<file path="src/rtl/sram_arbiter.sv">
// rtl/sram_arbiter.sv - arbitrates video, CPU and DMA byte requests onto two 256Kx16 async SRAM banks
module sram_arbiter #(
    parameter int ACCESS_CYCLES = 2,
    parameter int ADDR_W        = 20
) (
    input  logic              clk,
    input  logic              rst,
    input  logic              vid_req,
    input  logic [ADDR_W-1:0] vid_addr,
    output logic              vid_ack,
    output logic [7:0]        vid_rdata,
    input  logic              cpu_req,
    input  logic              cpu_we,
    input  logic [ADDR_W-1:0] cpu_addr,
    input  logic [7:0]        cpu_wdata,
    output logic              cpu_ack,
    output logic [7:0]        cpu_rdata,
    input  logic              dma_req,
    input  logic              dma_we,
    input  logic [ADDR_W-1:0] dma_addr,
    input  logic [7:0]        dma_wdata,
    output logic              dma_ack,
    output logic [7:0]        dma_rdata,
    output logic [ADDR_W-3:0] ram_addr,
    output logic              ram_rw_n,
    output logic              ram_oe_n,
    output logic              ram0_cs_n,
    output logic              ram1_cs_n,
    output logic              ram0_be0_n,
    output logic              ram0_be1_n,
    output logic              ram1_be0_n,
    output logic              ram1_be1_n,
    output logic [15:0]       ram_dout,
    output logic              ram_dout_oe,
    input  logic [15:0]       ram_din0,
    input  logic [15:0]       ram_din1,
    output logic              busy
);

    localparam int CW = (ACCESS_CYCLES > 1) ? $clog2(ACCESS_CYCLES) : 1;

    typedef enum logic [1:0] {S_IDLE, S_ACCESS, S_RECOVER} state_t;
    typedef enum logic [1:0] {ID_NONE, ID_VID, ID_CPU, ID_DMA} id_t;

    state_t            r_state, w_next_state;
    logic [CW-1:0]     r_cnt, w_next_cnt;
    id_t               r_id, w_gnt;
    logic              r_we, r_bank, r_lane, r_rr_cpu;
    logic              w_g_we, w_start, w_last, w_drive, w_we, w_bank, w_lane;
    logic [ADDR_W-1:0] w_g_addr;
    logic [7:0]        w_g_wdata, w_rbyte;
    logic [15:0]       w_din;

    // Video always wins; CPU/DMA ties go to whichever was not served last.
    always_comb begin
        w_gnt = ID_NONE;
        if (vid_req)                 w_gnt = ID_VID;
        else if (cpu_req && dma_req) w_gnt = r_rr_cpu ? ID_CPU : ID_DMA;
        else if (cpu_req)            w_gnt = ID_CPU;
        else if (dma_req)            w_gnt = ID_DMA;
    end

    always_comb begin
        w_g_we    = 1'b0;
        w_g_addr  = '0;
        w_g_wdata = '0;
        case (w_gnt)
            ID_VID: w_g_addr = vid_addr;
            ID_CPU: begin w_g_we = cpu_we; w_g_addr = cpu_addr; w_g_wdata = cpu_wdata; end
            ID_DMA: begin w_g_we = dma_we; w_g_addr = dma_addr; w_g_wdata = dma_wdata; end
            default: ;
        endcase
    end

    always_comb begin
        w_next_state = r_state;
        w_next_cnt   = r_cnt;
        w_last       = 1'b0;
        case (r_state)
            S_IDLE: begin
                if (w_gnt != ID_NONE) begin
                    w_next_state = S_ACCESS;
                    w_next_cnt   = '0;
                end
            end
            S_ACCESS: begin
                if (r_cnt == CW'(ACCESS_CYCLES - 1)) begin
                    w_next_state = S_RECOVER;
                    w_next_cnt   = '0;
                    w_last       = 1'b1;
                end else begin
                    w_next_cnt = r_cnt + CW'(1);
                end
            end
            S_RECOVER: w_next_state = S_IDLE;
            default:   w_next_state = S_IDLE;
        endcase
    end

    always_ff @(posedge clk or posedge rst) begin
        if (rst) begin
            r_state <= S_IDLE;
            r_cnt   <= '0;
        end else begin
            r_state <= w_next_state;
            r_cnt   <= w_next_cnt;
        end
    end

    // Strobes are registered from the next state, so the grant cycle uses the live request fields.
    assign w_start = (r_state == S_IDLE) && (w_gnt != ID_NONE);
    assign w_drive = (w_next_state == S_ACCESS);
    assign w_we    = w_start ? w_g_we : r_we;
    assign w_bank  = w_start ? w_g_addr[ADDR_W-1] : r_bank;
    assign w_lane  = w_start ? w_g_addr[0] : r_lane;
    assign w_din   = r_bank ? ram_din1 : ram_din0;
    assign w_rbyte = r_lane ? w_din[15:8] : w_din[7:0];

    always_ff @(posedge clk or posedge rst) begin
        if (rst) begin
            r_id        <= ID_NONE;
            r_we        <= 1'b0;
            r_bank      <= 1'b0;
            r_lane      <= 1'b0;
            r_rr_cpu    <= 1'b1;
            ram_addr    <= '0;
            ram_dout    <= '0;
            ram_dout_oe <= 1'b0;
            ram_rw_n    <= 1'b1;
            ram_oe_n    <= 1'b1;
            ram0_cs_n   <= 1'b1;
            ram1_cs_n   <= 1'b1;
            ram0_be0_n  <= 1'b1;
            ram0_be1_n  <= 1'b1;
            ram1_be0_n  <= 1'b1;
            ram1_be1_n  <= 1'b1;
            vid_ack     <= 1'b0;
            cpu_ack     <= 1'b0;
            dma_ack     <= 1'b0;
            vid_rdata   <= '0;
            cpu_rdata   <= '0;
            dma_rdata   <= '0;
            busy        <= 1'b0;
        end else begin
            if (w_start) begin
                r_id     <= w_gnt;
                r_we     <= w_g_we;
                r_bank   <= w_g_addr[ADDR_W-1];
                r_lane   <= w_g_addr[0];
                ram_addr <= w_g_addr[ADDR_W-2:1];
                if (w_g_we)
                    ram_dout <= {w_g_wdata, w_g_wdata};
                if (w_gnt == ID_CPU)      r_rr_cpu <= 1'b0;
                else if (w_gnt == ID_DMA) r_rr_cpu <= 1'b1;
            end
            ram0_cs_n   <= !(w_drive && !w_bank);
            ram1_cs_n   <= !(w_drive && w_bank);
            ram0_be0_n  <= !(w_drive && !w_bank && !w_lane);
            ram0_be1_n  <= !(w_drive && !w_bank && w_lane);
            ram1_be0_n  <= !(w_drive && w_bank && !w_lane);
            ram1_be1_n  <= !(w_drive && w_bank && w_lane);
            ram_oe_n    <= !(w_drive && !w_we);
            ram_rw_n    <= !(w_drive && w_we);
            ram_dout_oe <= (w_next_state != S_IDLE) && w_we;
            busy        <= (w_next_state != S_IDLE);
            vid_ack     <= w_last && (r_id == ID_VID);
            cpu_ack     <= w_last && (r_id == ID_CPU);
            dma_ack     <= w_last && (r_id == ID_DMA);
            if (w_last && !r_we) begin
                case (r_id)
                    ID_VID:  vid_rdata <= w_rbyte;
                    ID_CPU:  cpu_rdata <= w_rbyte;
                    ID_DMA:  dma_rdata <= w_rbyte;
                    default: ;
                endcase
            end
        end
    end

endmodule

</file>
<file path="config.mk">
export PLATFORM = sky130hd
export DESIGN_NAME = sram_arbiter
export DESIGN_NICKNAME = d
export VERILOG_FILES = /design/src/rtl/sram_arbiter.sv
export SDC_FILE = /design/constraint.sdc
export NUM_CORES = 1
export LEC_CHECK = 0
export ABC_AREA = 1
export ABC_CLOCK_PERIOD_IN_PS = 3100
export BUFFER_PORTS_ARGS = -buffer_cell sky130_fd_sc_hd__buf_2
export CAP_MARGIN = 0
export CELL_PAD_IN_SITES_DETAIL_PLACEMENT = 1
export CELL_PAD_IN_SITES_GLOBAL_PLACEMENT = 1
export CORE_MARGIN = 2
export CORE_UTILIZATION = 34
export DETAILED_ROUTE_END_ITERATION = 12
export PLACE_DENSITY_LB_ADDON = 0.1
export SLEW_MARGIN = 20
export SYNTH_ARGS = -nofsm -noshare
export SYNTH_HDL_FRONTEND = slang
export SYNTH_SLANG_ARGS = --single-unit
</file>
<file path="constraint.sdc">
create_clock -name clk -period 3.1 [get_ports clk]
set_input_delay 0.465 -clock clk [delete_from_list [all_inputs] [get_ports clk]]
set_output_delay 0.465 -clock clk [all_outputs]
set_load 0.005 [all_outputs]
</file>
[After elaboration in Yosys (flattened, before gate mapping)]
Cells that the tools add are included.
W data, S select, Z words.
Word-level totals
  bits in registers: 80
  input port bits: 115
Operators by class
  muxes and demuxes: 23
  reductions and logical operators: 38
  add/sub/neg operators: 1
  equality and inequality tests: 9
Operators with widths (number)
  $pmux W20 S3: 1
  $mux W16: 1
  $pmux W8 S2: 1
  $logic_and A1 B1 Y1: 15
  $logic_not A1 Y1: 12
  $mux W2: 6
  $reduce_and A2 Y1: 6
  $mux W1: 10
  $eq A2 B1 Y1 const B: 4
  $eq A2 B2 Y1 const B: 4
  $mux W8: 1
  $reduce_bool A2 Y1: 4
  $pmux W1 S2: 2
  $pmux W2 S2: 1
  $logic_not A2 Y1: 1
  $ne A2 B2 Y1 const B: 1
  $add A1 B1 Y1 const B: 1

[Longest topological paths before layout]
  depth after elaboration: 11
  mapped depth: 9

[Least setup slack after synthesis]
No wires, ideal clock.
  kind: register to register
  start point: reg r_rr_cpu
  end point: reg ram_dout[10]
  period minus slack after synthesis: 1.407 ns
  cell stages (with the launch flop): 9
  slack: 1.693 ns
  arrival time: 1.290 ns
  data required time: 2.983 ns
  path through: dfstp_2 nand2_1 nand2_1 nand2_1 o21ai_4 nand2_2 buf_4 nand2_1 nand2_1
Between the ends
  longest elaborated chain between the ends: 6
  elaborated cells between the ends (all ways): 10
  classes of those cells: eq/ne (2); mux (5); reduce/logical (3)
RTL lines
  start: declaration: RTL line 48  | logic r_we, r_bank, r_lane, r_rr_cpu;
  start signal: assignment: RTL line 125  | r_rr_cpu <= 1'b1;
  start signal: assignment: RTL line 153  | if (w_gnt == ID_CPU) r_rr_cpu <= 1'b0;
  start signal: assignment: RTL line 154  | else if (w_gnt == ID_DMA) r_rr_cpu <= 1'b1;
  $mux W1 *: RTL line 58  | else if (cpu_req && dma_req) w_gnt = r_rr_cpu ? ID_CPU : ID_DMA;
  $mux W2 *: RTL line 58
  $mux W2 *: RTL line 57  | if (vid_req) w_gnt = ID_VID;
  $eq A2 B2 Y1 or $reduce_bool A2 Y1 (tied branches): RTL line 67, 111
  $pmux W1 S2 or $logic_and A1 B1 Y1 (tied branches): RTL line 67, 111
  $reduce_and A2 Y1 (no line)
  end signal: assignment: RTL line 152  | ram_dout <= {w_g_wdata, w_g_wdata};
  end: declaration: RTL line 33  | output logic [15:0] ram_dout,
Mark *: on every way between the ends. The rest lies on a longest branch, timed or not.
A chain may end at the register's enable or synchronous reset.

[Worst setup path after layout]
  start point: reg r_bank
  end point: reg dma_rdata[3]
Between the ends
  longest elaborated chain between the ends: 2
RTL lines
  start: declaration: RTL line 48
  start signal: assignment: RTL line 148  | r_bank <= w_g_addr[ADDR_W-1];
  $mux W16: RTL line 116  | assign w_din = r_bank ? ram_din1 : ram_din0;
  $mux W8: RTL line 117  | assign w_rbyte = r_lane ? w_din[15:8] : w_din[7:0];
  end signal: assignment: RTL line 173  | ID_DMA: dma_rdata <= w_rbyte;
  end: declaration: RTL line 23  | output logic [7:0] dma_rdata,
No other way between the ends.

==> impl_metrics.csv <==
group,metric,value,unit
status,status,"finished clean",
routing,ant_nets,0,
finish,diodes,0,
routing,drt_iter0_drc,107,
clocking,clk_path_buf_depth,2,
yosys,synthTopCellsByArea,"dfrtp_1 (45%), nand2_1 (13%), dfstp_2 (6.7%), o21ai_0 (5.1%), nor2_1 (4.3%)",
finish,final_nets,711,
critical_path,path_cells,"inv_1, o21ai_0, o22ai_1, nand2_1, o21ai_0",
clocking,hold_buffers,0,
finish,post_layout_nonfiller_instances,737,
floorplanning,chipHeight,106,um
clocking,clk_latency,0.34,ns
clocking,clock-sinks,72,
routing,viasPerCell,4.66,
sta,setup_viol,0,
sta,max_slew.worst_pin.slew,0.824,ns
critical_path,arrival,2.02,ns
yosys,async_flop_share,1.00,
critical_path,cp_top_family,"flip-flops",
grt,grt_pass1_wl,17.2,mm
floorplanning,pin_count,186,
clocking,root_buffer,"clkbuf_8",
power,p_per_area,931,nW/um2
yosys,synth_top_area_share,0.450,
yosys,yosys_warnings,0,
routing,dr.pass1.iters,5,
place,hpwl,8.16,mm
clocking,cts_buffers,9,
power,leakagePower,2.43,nW
finish,drive_gt1_frac,0.394,
critical_path,crit_buf_inv,1,
routing,routedWlPerCell,14.5,um
clocking,cts_max_level,3,
finish,multi_input_area,1350,um2
finish,fill_cells,1310,
sta,fin_ws,1.26,ns
finish,area_growth,33.3,%
critical_path,r2r_start,"r_bank",
place,dpl.cell_count,721,
floorplanning,die_w,106,um
floorplanning,core_area,10200,um2
yosys,syn_area,3510,um2
power,switchingPower,0.00173,W
floorplanning,start_util,0.344,
yosys,syn-mean-instance-area,8.29,um2
grt,grt_pass1_vias,3612,
finish,regArea,1810,um2
sta,fin_worst_skew,0.0124,ns
yosys,synth_top_area_cell,"dfrtp_1",
floorplanning,rows,37,
sta,grt_setup_unrepaired,"false",
critical_path,max_stage_delay,0.65,ns
place,finalWeightedCongestion,0.776,
sta,maxSlewViolCount,0,
power,swShare,0.398,
yosys,synth_seq_cells,72,
power,pwr-share-clk,0.195,
sta,relSlewSlack,0.447,
grt,antenna_found_initial,0,
power,p_int,0.00262,W
yosys,synth_flop_cell,"dfrtp_1",
clocking,ctsResizeCount,0,
job,maxCapViolations,0,
finish,postLayoutCellArea,4670,um2
sta,setup_tns,0,ns
routing,wirelength,10.7,mm
critical_path,cp_max_fo,17,
sta,fmax,542,MHz
place,place_worst_setup_slack,0.872,ns
critical_path,cp.required,3.27,ns
critical_path,cp-start-kind,"register",
clocking,clk_pin_slew,0.08,ns
power,p_total,0.00435,W
power,comb_power_share,0.416,
yosys,seq_area_frac_synth,0.517,
worst_hold_path,hp-class,"input pin to async pin",
sta,hold_violations,0,
sta,fin_crit_sh,0.595,
floorplanning,dieArea,11100,um2
yosys,synth_edf_count,0,
yosys,synth_common_cells,"nand2_1 (120), dfrtp_1 (63), nor2_1 (40)",
critical_path,critPathSlowestCell,"dfrtp_1",
critical_path,crit_type,"register to register",
place,place_area,4440,um2
power,seq_power_share,0.389,
power,worst_ir_drop_vdd,309,uV
yosys,synth_cell_types,27,
critical_path,reg2reg_to,"dma_rdata[3]",
sta,finalCriticalPeriod,1.84,ns
critical_path,crit_top_cell,"o21ai_0",
routing,num_vias,3438,
place,port_buffers,185,
routing,drc_errors,0,
clocking,cts_setup_buffers,0,
critical_path,reg2regPathDepth,5,
grt,grt_use_total,0.194,
yosys,synth_most_common_cell,"nand2_1",
critical_path,end_kind,"register",
clocking,tritoncts,"built",
grt,grt_max_degree,31,
yosys,netlist_instances,423,
yosys,synthesis.nets,538,
grt,grt_overflow_total,0,
critical_path,rrSetupSlack,1.26,ns
-- cell families (layout without fill, tap and decap cells) --
kind of cell	Yosys count	after routing	share of synthesized area
AOI/OAI and AO/OA	91	91	0.150
buffers and inverters	69	247	0.0974
DFF	72	72	0.517
and+or+nand+nor	191	191	0.235
-- flip-flops by register name (all words and copies together), names as in the netlist, 2 cells and up --
name,flops
cpu_rdata,8
dma_rdata,8
r_id,2
r_state,2
ram_addr,18
ram_dout,8
vid_rdata,8
-- power groups by stage --
| stage | Sequential, W | Clock [W] | Combinational [W] |
|---|---|---|---|
| floorplan | 0.00169 | 0 | 0.00113 |
| detailed placement | 0.00172 | 0 | 0.00185 |
| CTS | 0.00171 | 0.000870 | 0.00186 |
| global route | 0.00176 | 0.000910 | 0.00207 |
| global placement | 0.00170 | 0 | 0.00180 |
| finish | 0.00170 | 0.000848 | 0.00181 |
-- metal layers --
metal  track usage  part of all wire
met5             0                 0
met4        0.0583             0.014
met3        0.0402             0.058
met2         0.350              0.50
met1         0.232              0.42
-- final cells by class --
class,instances,area share
flip-flops and latches,72,0.388
multi-input cells,282,0.289
repair buffers,188,0.203
well taps,136,0.0364
inverters,43,0.0345
clock buffers,11,0.0324
clock inverters,5,0.0169
-- how the worst max path moves through the flow --
stage,slack [ns],end,from,depth (start not counted)
after floorplan,0.82,busy,rst,1
after global placement,0.99,ram_dout_oe,vid_req,8
after detailed placement,0.87,ram_dout[12],vid_req,9
after CTS,1.20,dma_rdata[3],r_bank,5
after global routing,1.02,dma_rdata[3],r_bank,5
final,1.26,dma_rdata[3],r_bank,5
-- cells in the final DEF (no fill, tap or decap), drive strengths merged --
| cell type | n |
|---|---|
| bufinv | 2 |
| a31oi | 18 |
| clkinv | 3 |
| clkbuf | 11 |
| nand3 | 16 |
| o22ai | 8 |
| nor2 | 44 |
| nor4 | 3 |
| dfrtp | 63 |
| inv | 43 |
| a21oi | 19 |
| dfstp | 9 |
| nor3 | 4 |
| a21boi | 1 |
| nand2 | 124 |
| o21ai | 44 |
| a22oi | 1 |
| buf | 188 |
-- metrics by stage --
stage	util	hold WS, ns
3_3_place_gp	0.436	0.491
2_1_floorplan	-	0.467
6_report	0.459	0.163
5_1_grt	0.459	0.200
4_1_cts	0.459	0.180
3_5_place_dp	0.436	0.492
No activity file was read; power rests on OpenSTA's default activity.
